==> src/rtl/hilo_pkg.sv <==
// rtl/hilo_pkg.sv - shared op codes, FSM encoding and width default for the HI/LO unit
package hilo_pkg;

  localparam int XLEN_DEF = 32;

  localparam logic [2:0] OP_DIV  = 3'd0;
  localparam logic [2:0] OP_DIVU = 3'd1;
  localparam logic [2:0] OP_MFHI = 3'd2;
  localparam logic [2:0] OP_MFLO = 3'd3;
  localparam logic [2:0] OP_MTHI = 3'd4;
  localparam logic [2:0] OP_MTLO = 3'd5;

  typedef enum logic [1:0] {
    ST_IDLE   = 2'd0,
    ST_DIVIDE = 2'd1,
    ST_FIXUP  = 2'd2
  } state_t;

endpackage

==> src/rtl/div_iter.sv <==
// rtl/div_iter.sv - one combinational restoring-division step on {rem, quo}
module div_iter #(
  parameter int XLEN = 32
) (
  input  logic [XLEN-1:0] rem,
  input  logic [XLEN-1:0] quo,
  input  logic [XLEN-1:0] divisor,
  output logic [XLEN-1:0] rem_next,
  output logic [XLEN-1:0] quo_next
);

  logic [XLEN:0]   shifted;
  logic [XLEN-1:0] diff;

  // Shift the partial remainder left, then subtract when it covers the divisor.
  // The low XLEN bits of the difference are exact because the result is below the divisor.
  always_comb begin
    shifted = {rem, quo[XLEN-1]};
    diff    = shifted[XLEN-1:0] - divisor;
    if (shifted >= {1'b0, divisor}) begin
      rem_next = diff;
      quo_next = {quo[XLEN-2:0], 1'b1};
    end else begin
      rem_next = shifted[XLEN-1:0];
      quo_next = {quo[XLEN-2:0], 1'b0};
    end
  end

endmodule

==> src/rtl/hilo_div_ctrl.sv <==
// rtl/hilo_div_ctrl.sv - HI/LO sequencer with restoring divider; DIV_EARLY_OUT_EN skips DIVIDE when |divisor| > |dividend|
module hilo_div_ctrl
  import hilo_pkg::*;
#(
  parameter int XLEN  = XLEN_DEF,
  parameter int CNT_W = 6
) (
  input  logic            clk,
  input  logic            rst_n,
  input  logic            op_valid,
  input  logic [2:0]      op_code,
  input  logic [XLEN-1:0] rs_val,
  input  logic [XLEN-1:0] rt_val,
  input  logic            kill,
  output logic            stall,
  output logic            busy,
  output logic [XLEN-1:0] result,
  output logic [XLEN-1:0] hi,
  output logic [XLEN-1:0] lo
);

  state_t            state;
  logic [CNT_W-1:0]  cnt;
  logic [XLEN-1:0]   rem;
  logic [XLEN-1:0]   quo;
  logic [XLEN-1:0]   divisor;
  logic              sign_q;
  logic              sign_r;
  logic              div_zero;

  logic [XLEN-1:0]   rem_next;
  logic [XLEN-1:0]   quo_next;
  logic              is_div;
  logic              is_known;
  logic              accept;
  logic              early_out;
  logic [XLEN-1:0]   mag_rs;
  logic [XLEN-1:0]   mag_rt;

  div_iter #(.XLEN(XLEN)) u_iter (
    .rem      (rem),
    .quo      (quo),
    .divisor  (divisor),
    .rem_next (rem_next),
    .quo_next (quo_next)
  );

  assign busy     = (state != ST_IDLE);
  assign is_known = (op_code <= OP_MTLO);
  assign stall    = op_valid & busy & is_known;
  assign accept   = op_valid & ~stall & ~kill & ~busy;
  assign is_div   = (op_code == OP_DIV);
  assign mag_rs   = (is_div && rs_val[XLEN-1]) ? (~rs_val + 1'b1) : rs_val;
  assign mag_rt   = (is_div && rt_val[XLEN-1]) ? (~rt_val + 1'b1) : rt_val;

`ifdef DIV_EARLY_OUT_EN
  assign early_out = (mag_rt > mag_rs) && (rt_val != '0);
`else
  assign early_out = 1'b0;
`endif

  // MF* read data is only driven in the cycle the op is actually taken.
  always_comb begin
    result = '0;
    if (accept && op_code == OP_MFHI) result = hi;
    else if (accept && op_code == OP_MFLO) result = lo;
  end

  // Sequencer: kill wins, then idle-time ops, then the divide iterations and sign fixup.
  always_ff @(posedge clk) begin
    if (!rst_n) begin
      state    <= ST_IDLE;
      cnt      <= '0;
      rem      <= '0;
      quo      <= '0;
      divisor  <= '0;
      sign_q   <= 1'b0;
      sign_r   <= 1'b0;
      div_zero <= 1'b0;
      hi       <= '0;
      lo       <= '0;
    end else if (kill) begin
      if (state != ST_IDLE) begin
        state <= ST_IDLE;
        cnt   <= '0;
      end
    end else begin
      case (state)
        ST_IDLE: begin
          if (accept) begin
            case (op_code)
              OP_DIV, OP_DIVU: begin
                divisor  <= mag_rt;
                sign_q   <= is_div & (rs_val[XLEN-1] ^ rt_val[XLEN-1]);
                sign_r   <= is_div & rs_val[XLEN-1];
                div_zero <= (rt_val == '0);
                cnt      <= '0;
                if (early_out) begin
                  rem   <= mag_rs;
                  quo   <= '0;
                  state <= ST_FIXUP;
                end else begin
                  rem   <= '0;
                  quo   <= mag_rs;
                  state <= ST_DIVIDE;
                end
              end
              OP_MTHI: hi <= rs_val;
              OP_MTLO: lo <= rs_val;
              default: ;
            endcase
          end
        end
        ST_DIVIDE: begin
          rem <= rem_next;
          quo <= quo_next;
          if (cnt == CNT_W'(XLEN - 1)) begin
            cnt   <= '0;
            state <= ST_FIXUP;
          end else begin
            cnt <= cnt + 1'b1;
          end
        end
        ST_FIXUP: begin
          // On a zero divisor the quotient is already all ones and rem holds |rs|;
          // re-applying the dividend sign to rem restores the original rs value.
          lo    <= (sign_q && !div_zero) ? (~quo + 1'b1) : quo;
          hi    <= sign_r ? (~rem + 1'b1) : rem;
          state <= ST_IDLE;
        end
        default: state <= ST_IDLE;
      endcase
    end
  end

endmodule

==> config.mk <==
export PLATFORM = sky130hd
export DESIGN_NAME = hilo_div_ctrl
export DESIGN_NICKNAME = d
export VERILOG_FILES = /design/src/rtl/hilo_pkg.sv /design/src/rtl/div_iter.sv /design/src/rtl/hilo_div_ctrl.sv
export SDC_FILE = /design/constraint.sdc
export NUM_CORES = 1
export LEC_CHECK = 0
export ABC_AREA = 1
export BUFFER_PORTS_ARGS = -buffer_cell sky130_fd_sc_hd__buf_2
export CAP_MARGIN = 40
export CORE_UTILIZATION = 54
export DETAILED_ROUTE_END_ITERATION = 10
export PLACE_DENSITY_LB_ADDON = 0.3
export SETUP_SLACK_MARGIN = 0.3
export SYNTH_ARGS = -nofsm -noshare
export SYNTH_HDL_FRONTEND = slang
export SYNTH_SLANG_ARGS = --single-unit
==> constraint.sdc <==
create_clock -name clk -period 1.9 [get_ports clk]
set_input_delay 0.19 -clock clk [delete_from_list [all_inputs] [get_ports clk]]
set_output_delay 0.19 -clock clk [all_outputs]
set_load 0.02 [all_outputs]
==> impl_metrics.toml, run 1 <==
[yosys]
synth_area_leaders = "sky130_fd_sc_hd__dfxtp_1 (25%), sky130_fd_sc_hd__nand2_1 (15%), sky130_fd_sc_hd__inv_1 (9.7%)"
synth_area_leader_cell = "sky130_fd_sc_hd__dfxtp_1"
number_of_enable_flip_flop_cells_after_synthesis = 0
complex_gate_fraction_of_the_synthesized_area_pct = 19.98
ys_ff_latch = 171
post_synth_xor_area_fraction_pct = 2.805
mappedNetlistNets = 2428
arithmetic_cell_share_of_the_synthesized_area_counting_full_adders_half_adders_and_majority_gates_pct = 3.515
number_of_distinct_library_cells_after_synthesis = 51
synth-seq-area-share_pct = 24.92
largest_family_of_logic_cells_by_synthesized_area = "simple AND/OR/NAND/NOR gates"
asyncSetResetFlopFracSynth_pct = 0
post_synth_and_or_nand_nor_area_fraction_pct = 35.09
muxShareOfSynthArea_pct = 0
mean_instance_size_in_the_synthesized_netlist_um2 = 5.925
syn_inst = 2319
synth_top_area_share_pct = 24.92
synthFlopType = "sky130_fd_sc_hd__dfxtp_1"
synthesized_cell_area_um2 = 13740
synthesis.yosys.warnings = 0

[die]
die_x_um = 161.5
floorplan.rows = 58
die-height_um = 161.5
start_util_pct = 54.88
floorplan.io_pins = 169

[clocking]
numClockSinks = 171
cts_root_buf = "sky130_fd_sc_hd__clkbuf_16"
cts.path.max_buffers = 2
numCtsBuffers = 17
cts-hold-fix-buffers = 0
cts.htree.levels = 4

[grt]
overflow = 25
global_route.usage.total_pct = 81.83
antenna_found_initial = 22
grt_max_degree = 71

[sta]
worstEndpointType = "sequential cell input"
postGrtWorstEndpoint = "rem[16]$_SDFFE_PN0P_/D"

[place]
routability_congestion_estimate_from_global_placement = 1.062
place.port_buffers = 168
dpl.hpwl_um = 43340
dp_cells = 2951

[outcome]
first-error = "[ERROR GRT-0232] Routing congestion too high. Check the congestion heatmap in the GUI."
status = "aborted with a tool error"
flow.stopped_at = "5_1_grt"
## cell usage after synthesis (5+ instances only)
cell type,count
sky130_fd_sc_hd__nand2_1,561
sky130_fd_sc_hd__nand3_1,220
sky130_fd_sc_hd__o21ai_1,16
sky130_fd_sc_hd__ha_1,37
sky130_fd_sc_hd__buf_6,10
sky130_fd_sc_hd__o211ai_1,24
sky130_fd_sc_hd__o22ai_1,32
sky130_fd_sc_hd__nor2_1,187
sky130_fd_sc_hd__nand3_2,6
sky130_fd_sc_hd__o21ai_0,162
sky130_fd_sc_hd__nand3b_1,12
sky130_fd_sc_hd__nand4_1,20
sky130_fd_sc_hd__nand2_2,8
sky130_fd_sc_hd__inv_2,16
sky130_fd_sc_hd__a31oi_1,40
sky130_fd_sc_hd__nor2_2,15
sky130_fd_sc_hd__clkbuf_1,51
sky130_fd_sc_hd__a21oi_1,198
sky130_fd_sc_hd__nor3_1,29
sky130_fd_sc_hd__a211oi_1,5
sky130_fd_sc_hd__or2_2,9
sky130_fd_sc_hd__dfxtp_1,171
sky130_fd_sc_hd__xnor2_1,20
sky130_fd_sc_hd__buf_2,28
sky130_fd_sc_hd__inv_1,355
sky130_fd_sc_hd__nor4_1,9
sky130_fd_sc_hd__xor2_1,24
sky130_fd_sc_hd__and2_1,7
## metal layers
layer / overflow / global-route usage [%]
met1: 3 / 80.55
met3: 0 / 73.29
met2: 11 / 93.50
met5: 1 / 60.98
met4: 10 / 78.69
## stage by stage
stage	worst slack (ns)	util [%]	instance area, um^2
2_1_floorplan	0.1110	-	14750
3_3_place_gp	-0.1728	69.52	17400
3_5_place_dp	-0.1874	69.52	17400
4_1_cts	-0.1790	76.09	19050
## logic make-up after synthesis
kind of cell    after synthesis
simple gates               1100
flops                       171
fa+ha+maj                    38
xor+xnor                     44
buf+inv                     469
compound gates              497
## timing repair
item,CTS
gates resized for setup,242
cloned,4
endpoints found under the setup margin,159
pin swaps,49
setup buffers,26
==> run 2, diff against run 1 <==
--- a/config.mk
+++ b/config.mk
@@ -8,10 +8,9 @@
 export ABC_AREA = 1
 export BUFFER_PORTS_ARGS = -buffer_cell sky130_fd_sc_hd__buf_2
 export CAP_MARGIN = 40
-export CORE_UTILIZATION = 54
+export CORE_UTILIZATION = 40
 export DETAILED_ROUTE_END_ITERATION = 10
-export PLACE_DENSITY_LB_ADDON = 0.3
-export SETUP_SLACK_MARGIN = 0.3
+export PLACE_DENSITY_LB_ADDON = 0.15
 export SYNTH_ARGS = -nofsm -noshare
 export SYNTH_HDL_FRONTEND = slang
 export SYNTH_SLANG_ARGS = --single-unit
==> constraint.sdc (replaced) <==
create_clock -name clk -period 2.5 [get_ports clk]
set_input_delay 0.25 -clock clk [delete_from_list [all_inputs] [get_ports clk]]
set_output_delay 0.25 -clock clk [all_outputs]
set_load 0.02 [all_outputs]
==> impl_metrics.toml, run 2 <==
[setup_path]
critPathArrivalTime_ns = 2.64
critPathKind = "flip-flop to flip-flop"
cp_max_fo = 6
critPathCaptureType = "flip-flop"
critPathLaunchType = "flip-flop"
worstPathRequired_ns = 2.81

[yosys]
number_of_distinct_library_cells_after_synthesis = 51
muxShareOfSynthArea_pct = 0
mean_instance_size_in_the_synthesized_netlist_um2 = 5.925
synth_area_leader_cell = "sky130_fd_sc_hd__dfxtp_1"
largest_family_of_logic_cells_by_synthesized_area = "simple AND/OR/NAND/NOR gates"
number_of_enable_flip_flop_cells_after_synthesis = 0
synth_top_area_share_pct = 24.92
ys_ff_latch = 171
synth-seq-area-share_pct = 24.92
syn_inst = 2319
synthFlopType = "sky130_fd_sc_hd__dfxtp_1"
synthesized_cell_area_um2 = 13740
post_synth_and_or_nand_nor_area_fraction_pct = 35.09
arithmetic_cell_share_of_the_synthesized_area_counting_full_adders_half_adders_and_majority_gates_pct = 3.515
asyncSetResetFlopFracSynth_pct = 0
synth_area_leaders = "sky130_fd_sc_hd__dfxtp_1 (25%), sky130_fd_sc_hd__nand2_1 (15%), sky130_fd_sc_hd__inv_1 (9.7%)"
synthesis.yosys.warnings = 0
post_synth_xor_area_fraction_pct = 2.805
mappedNetlistNets = 2428
yosysMostFrequentCell = "sky130_fd_sc_hd__nand2_1"
synthTopCellsByCount = "sky130_fd_sc_hd__nand2_1 (561), sky130_fd_sc_hd__inv_1 (355), sky130_fd_sc_hd__nand3_1 (220), sky130_fd_sc_hd__a21oi_1 (198), sky130_fd_sc_hd__nor2_1 (187)"
complex_gate_fraction_of_the_synthesized_area_pct = 19.98

[pwr]
p_sw_uw = 3045
power.leakage_uw = 0.007573
power.sequential.fraction_pct = 35.9
sw_frac_of_total_pct = 38.16
p_int_uw = 4935
clock_network_power_share_pct = 33.8
vdd.ir_drop.worst_mv = 0.5241
p_per_area_nw_per_um2 = 508.4
share_comb_of_total_power_pct = 30.3

[place]
routability_congestion_estimate_from_global_placement = 0.9770
place.port_buffers = 168
dpl.hpwl_um = 40860

[die]
core_um2 = 33700
floorplan.rows = 67
die_area_um2 = 35090
die_x_um = 187.3
die-height_um = 187.3
start_util_pct = 40.77
floorplan.io_pins = 169

[clocking]
cts.htree.levels = 4
tritoncts = "built"
cts.path.max_buffers = 2
cts_root_buf = "sky130_fd_sc_hd__clkbuf_16"
numClockSinks = 171
worst_setup_hold_path_clk_slew_ns = 0.08
clk-insertion-delay-late_ns = 0.46
numCtsBuffers = 17
cts-hold-fix-buffers = 0

[final_layout]
layout_commonest_cell = "sky130_fd_sc_hd__nand2_1"
most-common-layout-cells = "sky130_fd_sc_hd__nand2_1 (561), sky130_fd_sc_hd__inv_1 (354), sky130_fd_sc_hd__nand3_1 (219), sky130_fd_sc_hd__a21oi_1 (198), sky130_fd_sc_hd__nor2_1 (185)"
n_antenna_cell = 0
nNetsFinal = 2566
syn2layout_area_growth_pct = 14.23
post-route-util_pct = 46.57
share_of_cells_above_drive_strength_1_pct = 13.32

[sta]
timing.clock.skew_ns = 0.02213
hold_viol = 0
finalCriticalPeriod_ns = 2.332
fmaxAchievable_mhz = 428.8
worst-slew-pin-transition_ns = 0.8176
report.final.setup_viol = 0
post-route-period-util_pct = 93.28
setup_tns_ns = 0
setup_repair_after_global_routing_missed_its_margin = "no"
worst_slew_margin_rel_pct = 44.78
finalMaxSlewViolations = 0

[grt]
grt_max_degree = 84
antenna_found_initial = 0
number_of_global_route_vias_before_repair = 14460
overflow = 0
grt_first_pass_wirelength_um = 81360
global_route.usage.total_pct = 29.49

[detailed_routing]
antenna_violating_nets_post_route = 0
post-route-drc-count = 0
routedWlPerCell_um = 17.83
vias = 15730
routed_wl_um = 52020
route.detailed.vias_per_inst = 5.389
drc_marker_count_from_the_first_detailed_route_iteration = 1460
dr.pass1.iters = 8

[outcome]
status = "complete, no violations"

[job]
maximum_capacitance_violations = 0

[min_path]
hold_path_class = "primary input to flip-flop"
[run 2: cell counts after synthesis]
No cell type changed its count.
[run 2: kinds of logic after synthesis]
| logic type | after synthesis |
|---|---|
| xor gates and xnor gates | 44 |
| buffers and inverters | 469 |
| AOI/OAI and AO/OA | 497 |
| and+or+nand+nor | 1100 |
| DFF | 171 |
| adders and majority gates | 38 |
[run 2: power groups by stage]
stage	clock [uW]	combinational (uW)	sequential, uW
after floorplan	0	1690	2940
after global placement	0	2310	2920
after detailed placement	0	2330	2930
after CTS	2740	2340	2860
after global routing	2830	2670	2870
final	2690	2420	2860
[run 2: layer usage]
layer | wire length (um) | vias to the layer above | track usage (%)
met2 | 23880 | 593 | 48.37
met4 | 1507 | 0 | 9.931
li1 | - | 7861 | -
met1 | 23520 | 7202 | 40.18
met3 | 3107 | 70 | 3.058
met5 | 0 | - | 0
[run 2: what timing repair did]
item                       CTS  global route
resized for setup            0            12
setup endpoints to repair    0            64
setup buffers                0             0
[run 2: worst paths after layout]
path / slack, ns / cells after the start / endpoint / start
max: 0.17 / 12 / rem[23] / rem[20]
min: 0.1 / 3 / divisor[0] / rt_val[0]
max reg2reg: 0.17 / 12 / rem[23] / rem[20]
min reg2reg: 0.47 / 2 / divisor[1] / divisor[1]
[run 2: final cells by class]
class,count,area [um^2]
fill,3691,18000
multi-input combinational,1679,8474
sequential,171,3426
inverter,373,1400
timing repair buffer,215,1264
tap,448,560.5
clock buffer,20,466.7
clock inverter,12,103.9
[run 2: per-stage QoR]
stage               worst slack (ns)  hold slack [ns]  cell area, um^2  instances  power, uW
floorplan                     0.6269           0.4082            13740       2319       4628
global placement             0.09200           0.4583            15080       2886       5238
detailed placement           0.07097           0.4654            15080       2886       5254
CTS                          0.02163          0.08626            15650       2918       7943
global route                0.009008           0.1034            15700       2918       8369
finish                        0.1680          0.09757            15700       2918       7980
[run 2: worst max-delay path, stage by stage (launching register included)]
cell	delay (ns)
sky130_fd_sc_hd__dfxtp_1	0.38
sky130_fd_sc_hd__ha_1	0.38
sky130_fd_sc_hd__nand2_1	0.12
sky130_fd_sc_hd__nor2_1	0.18
sky130_fd_sc_hd__inv_1	0.11
sky130_fd_sc_hd__nor3_1	0.27
sky130_fd_sc_hd__nand3_1	0.22
sky130_fd_sc_hd__nand3_1	0.12
sky130_fd_sc_hd__nand2_1	0.05
sky130_fd_sc_hd__nand2_1	0.14
sky130_fd_sc_hd__nand2_1	0.08
sky130_fd_sc_hd__nand3_1	0.07
sky130_fd_sc_hd__a21oi_1	0.06
Note: power is estimated with default switching activity, not from simulation.
